--- src/rtl/regfile_core.sv ---
`default_nettype none
// +--------------------------------------------------------------------------+
// | Module      : regfile_core (with helper mux_32)                          |
// | Description : 32 x 32-bit register file, one write port and two          |
// |               registered read ports with single-cycle read latency.      |
// |               Optional macro REGFILE_BYPASS_EN adds write-to-read        |
// |               forwarding on same-edge index matches.                     |
// | Revision    : 1.0 - initial release                                      |
// +--------------------------------------------------------------------------+

// 32:1 word select used once per read port.
module mux_32 #(
  parameter int WIDTH = 32
) (
  input  logic [4:0]       sel_i,
  input  logic [WIDTH-1:0] data_i [32],
  output logic [WIDTH-1:0] data_o
);

  assign data_o = data_i[sel_i];

endmodule

module regfile_core #(
  parameter bit          ZERO_REG    = 1'b1,
  parameter logic [31:0] RESET_VALUE = 32'h0000_0000
) (
  input  logic        clock,
  input  logic        reset_n,
  input  logic        ctrl_writeEnable,
  input  logic [4:0]  ctrl_writeReg,
  input  logic [31:0] data_writeReg,
  input  logic        ctrl_readEn,
  input  logic [4:0]  ctrl_readRegA,
  input  logic [4:0]  ctrl_readRegB,
  output logic [31:0] data_readRegA,
  output logic [31:0] data_readRegB,
  output logic        data_readValid
);

  // Storage outputs fanned into both read muxes.
  logic [31:0] regs_w [32];

  genvar gi;
  generate
    for (gi = 0; gi < 32; gi++) begin : g_reg
      if (gi == 0 && ZERO_REG) begin : g_zero
        // Hardwired zero: no flop, writes to index 0 simply have no target.
        assign regs_w[gi] = 32'h0000_0000;
      end else begin : g_store
        logic [31:0] reg_q;
        logic [31:0] reg_d;

        assign reg_d = (ctrl_writeEnable && (ctrl_writeReg == 5'(gi)))
                       ? data_writeReg : reg_q;

        // Storage register: loads write data when addressed by the write port.
        always_ff @(posedge clock or negedge reset_n) begin
          if (!reset_n) reg_q <= RESET_VALUE;
          else          reg_q <= reg_d;
        end

        assign regs_w[gi] = reg_q;
      end
    end
  endgenerate

  logic [31:0] mux_a;
  logic [31:0] mux_b;

  mux_32 #(.WIDTH(32)) u_mux_a (
    .sel_i  (ctrl_readRegA),
    .data_i (regs_w),
    .data_o (mux_a)
  );

  mux_32 #(.WIDTH(32)) u_mux_b (
    .sel_i  (ctrl_readRegB),
    .data_i (regs_w),
    .data_o (mux_b)
  );

  // Value each port would capture this edge.
  logic [31:0] sel_a;
  logic [31:0] sel_b;

`ifdef REGFILE_BYPASS_EN
  // Forward the in-flight write so a same-edge read sees the new value;
  // a hardwired zero register is never forwarded.
  logic fwd_a;
  logic fwd_b;
  assign fwd_a = ctrl_writeEnable && (ctrl_writeReg == ctrl_readRegA) &&
                 ((ctrl_readRegA != 5'd0) || !ZERO_REG);
  assign fwd_b = ctrl_writeEnable && (ctrl_writeReg == ctrl_readRegB) &&
                 ((ctrl_readRegB != 5'd0) || !ZERO_REG);
  assign sel_a = fwd_a ? data_writeReg : mux_a;
  assign sel_b = fwd_b ? data_writeReg : mux_b;
`else
  // Reads see pre-write contents on a same-edge collision.
  assign sel_a = mux_a;
  assign sel_b = mux_b;
`endif

  logic [31:0] rd_a_q, rd_a_d;
  logic [31:0] rd_b_q, rd_b_d;
  logic        valid_q, valid_d;

  // Next read-data state: capture on request, otherwise hold; valid tracks request.
  always_comb begin
    rd_a_d  = rd_a_q;
    rd_b_d  = rd_b_q;
    valid_d = ctrl_readEn;
    if (ctrl_readEn) begin
      rd_a_d = sel_a;
      rd_b_d = sel_b;
    end
  end

  // Read-data registers; reset clears data and drops valid immediately.
  always_ff @(posedge clock or negedge reset_n) begin
    if (!reset_n) begin
      rd_a_q  <= 32'h0000_0000;
      rd_b_q  <= 32'h0000_0000;
      valid_q <= 1'b0;
    end else begin
      rd_a_q  <= rd_a_d;
      rd_b_q  <= rd_b_d;
      valid_q <= valid_d;
    end
  end

  assign data_readRegA  = rd_a_q;
  assign data_readRegB  = rd_b_q;
  assign data_readValid = valid_q;

endmodule
`default_nettype wire

--- config.mk ---
export PLATFORM = sky130hd
export DESIGN_NAME = regfile_core
export DESIGN_NICKNAME = d
export VERILOG_FILES = /design/src/rtl/regfile_core.sv
export SDC_FILE = /design/constraint.sdc
export NUM_CORES = 2
export LEC_CHECK = 0
export ABC_AREA = 1
export CORE_MARGIN = 2
export CORE_UTILIZATION = 45
export CTS_BUF_LIST = sky130_fd_sc_hd__clkbuf_8
export CTS_CLUSTER_DIAMETER = 80
export DETAILED_ROUTE_END_ITERATION = 6
export GPL_TIMING_DRIVEN = 1
export SLEW_MARGIN = 20
export SYNTH_ARGS = -nofsm -noshare
export SYNTH_HDL_FRONTEND = slang
export SYNTH_SLANG_ARGS = --single-unit
--- constraint.sdc ---
create_clock -name clock -period 1.3 [get_ports clock]
set_clock_uncertainty 0.1 [all_clocks]
set_input_delay 0.325 -clock clock [delete_from_list [all_inputs] [get_ports clock]]
set_output_delay 0.325 -clock clock [all_outputs]
set_load 0.05 [all_outputs]
==> out/metrics.yaml <==
routing:
  wl_um: 240000
  wire_per_inst_um: 21.4
  route.vias.total: 63600
  post-route-drc-count: 1
  post_drt_via_cell_ratio: 5.66
  pre_repair_dr_iteration_count: 7
  final_antenna_net_count: 0
  drt_iter0_drc: 8191
timing:
  post-route-period-util_pct: 156
  worst_slack_ns: -0.722
  slew_headroom_pct: 59.8
  setup_viol: 72
  max_freq_mhz: 495
  finalWorstPathRequiredPeriod_ns: 2.02
  tightestPinTransition_ns: 0.603
  rsz_0062_raised_after_global_routing: "yes"
  hold_violations: 0
  final_max_slew_viol_count: 0
pwr:
  total_leakage_power_nw: 39.7
  worst_vdd_ir_v: 0.00107
  internal-power_w: 0.0679
  power-per-cell-area_nw_per_um2: 1320
  total_power_w: 0.103
  clock_power_share_pct: 31.6
  seqPwrFrac_pct: 41.5
  net-switching-power_w: 0.0352
  sw_frac_of_total_pct: 34.2
  power_frac_comb_pct: 26.8
die:
  floorplan.core_area_um2: 133000
  die-width_um: 369
  die_h_um: 369
  io_pins: 116
  effective_utilization_at_floorplan_pct: 45.2
  dieArea_um2: 136000
  row_count: 134
placed_design:
  routabilityCongestion: 0.919
  preCtsSetupSlack_ns: -0.975
  dp_hpwl_um: 153000
  post_dp_cell_area_um2: 69700
  port_buffers: 115
clock_network:
  clkSlewWorstSetupHoldPaths_ns: 0.06
  total_clock_sinks: 1057
  clockBufferDepth: 3
  cts_buffer_count: 187
  cts_tree: "built"
  root_buffer_master: "sky130_fd_sc_hd__clkbuf_8"
  insertion_delay_ns: 0.96
  cts_max_level: 4
finish:
  final_area_um2: 78000
  syn_to_final_growth_pct: 29.8
  mostFrequentLayoutCells: "sky130_fd_sc_hd__nand2_1 (3260), sky130_fd_sc_hd__nand3_1 (1301), sky130_fd_sc_hd__dfrtp_1 (1056)"
  multi_input_area_um2: 30200
  post_layout_nets: 9375
  fillerInstances: 12200
  drive_above_1_share_pct: 20.7
  total_area_of_sequential_cells_um2: 26500
  mostFrequentLayoutCell: "sky130_fd_sc_hd__nand2_1"
setup_path:
  worstSetupEndpointType: "primary output"
  worstPathRequired_ns: 0.88
  critical_path_buf_inv_count: 1
  start_kind: "flip-flop"
  worstSetupPathType: "reg -> out"
  arrival_ns: 1.60
  crit_path_max_fanout: 2
  worstPathCellList: "buf_12"
  slowest_stage: "sky130_fd_sc_hd__dfrtp_2"
  slowest_delay_ns: 0.47
  critical-path-top-delay-family: "flip-flops"
status:
  failed_checks: "design-rule violations, negative setup slack"
  outcome: "finished with violations"
yosys:
  syn-instance-count: 8927
  post_synth.cell_area_avg_um2: 6.73
  syn_area_um2: 60100
  synth_register_bits: 1057
  synth.distinct_cells: 17
  syn_nets: 8978
  yosys.area.top_type_share_pct: 44.0
  ys_top_cells_by_area: "sky130_fd_sc_hd__dfrtp_1 (44%), sky130_fd_sc_hd__nand2_1 (21%), sky130_fd_sc_hd__nand3_1 (15%)"
  netlist.top_cell.by_area: "sky130_fd_sc_hd__dfrtp_1"
  yosys_warnings: 0
  yosysSeqAreaShare_pct: 44.0
grt:
  grt_util_all_layers_pct: 34.1
  grt_pass1_vias: 59100
  final_global_route_overflow_total: 0
  global_route_wire_length_before_repair_um: 358000
  antenna_violations_before_repair: 3
  grt_max_degree: 77
min_path:
  timing.hold.worst.class: "in -> reg"
run:
  cap_viol_max_count: 0
flip-flops by register name, indices dropped and copies added (netlist names):
name,flops
data_readValid,1
g.g_store.reg_q,992
data_readRegB,32
data_readRegA,32
power by group through the flow:
stage,combinational (W),sequential [W],clock (W)
3_5_place_dp,0.0246,0.0430,0
2_1_floorplan,0.0151,0.0429,0
6_report,0.0277,0.0428,0.0326
5_1_grt,0.0310,0.0435,0.0345
4_1_cts,0.0250,0.0425,0.0331
3_3_place_gp,0.0240,0.0429,0
final timing paths:
check                                      startpoint                          end  slack (ns)  depth (start not counted)
max                                 data_readRegB[27]            data_readRegB[27]       -0.72                          1
max in group asynchronous                     reset_n   g_reg[19].g_store.reg_q[4]        0.05                          6
max reg2reg                g_reg[1].g_store.reg_q[19]            data_readRegA[19]       -0.07                          8
min in group asynchronous                     reset_n  g_reg[19].g_store.reg_q[11]        0.27                          5
min reg2reg                g_reg[16].g_store.reg_q[4]   g_reg[16].g_store.reg_q[4]        0.38                          2
min                                 data_writeReg[18]   g_reg[9].g_store.reg_q[18]        0.08                          4
per-layer routing:
layer | global-route usage (%) | part of all wire (%) | vias to the layer above
met1 | 47.2 | 41 | 30200
li1 | - | - | 29100
met3 | 6.96 | 11 | 710
met2 | 51.5 | 44 | 3638
met4 | 15.4 | 4.6 | 2
met5 | 0 | 0.0054 | -
logic make-up (layout without fill, tap and decap cells):
logic type / Yosys count / count (layout) / synth area share, %
flops: 1057 / 1057 / 44.0
compound gates: 992 / 992 / 8.27
other cells: 0 / 5 / 0
buf+inv: 1608 / 2150 / 10.9
simple gates: 5270 / 5270 / 36.8
stage by stage:
| stage | utilization [%] | setup TNS, ns | hold slack [ns] | std cells |
|---|---|---|---|---|
| CTS | 55.9 | -542.33 | 0.000255 | 11100 |
| global placement | 52.4 | -859.13 | 0.330 | 10700 |
| global route | 58.6 | -47.06 | 0.0732 | 11200 |
| detailed placement | 52.4 | -870.91 | 0.324 | 10700 |
| floorplan | - | -77.44 | -0.0706 | 8927 |
| finish | 58.6 | -42.17 | 0.0807 | 11200 |
cell type report:
type / instances / area share, %
clock buffer: 239 / 4.22
sequential: 1057 / 33.9
antenna: 5 / 0.0161
timing repair buffer: 933 / 15.1
tap: 1768 / 2.84
clock inverter: 95 / 0.782
multi-input combinational: 6262 / 38.7
inverter: 883 / 4.36
synth_stat cells:
cell type,count
sky130_fd_sc_hd__nor2_2,8
sky130_fd_sc_hd__buf_2,278
sky130_fd_sc_hd__buf_4,31
sky130_fd_sc_hd__nand2_2,13
sky130_fd_sc_hd__buf_6,6
sky130_fd_sc_hd__buf_1,23
sky130_fd_sc_hd__nor2_1,136
sky130_fd_sc_hd__inv_2,9
sky130_fd_sc_hd__inv_1,872
sky130_fd_sc_hd__nand2_1,3314
sky130_fd_sc_hd__dfrtp_1,1057
sky130_fd_sc_hd__nand3_1,1797
sky130_fd_sc_hd__o21ai_0,899
sky130_fd_sc_hd__clkinv_1,2
sky130_fd_sc_hd__o21ai_1,93
sky130_fd_sc_hd__or2_4,2
sky130_fd_sc_hd__clkbuf_1,387
what timing repair did:
action                                   CTS  global route
setup buffers                             14           144
endpoints found under the setup margin   106          1215
endpoints found under the hold margin   1140             0
pin swaps                                 35           313
gates cloned                               0             5
hold buffers                              21             0
resized for setup                         96           712
Note: power is estimated with default switching activity, not from simulation.
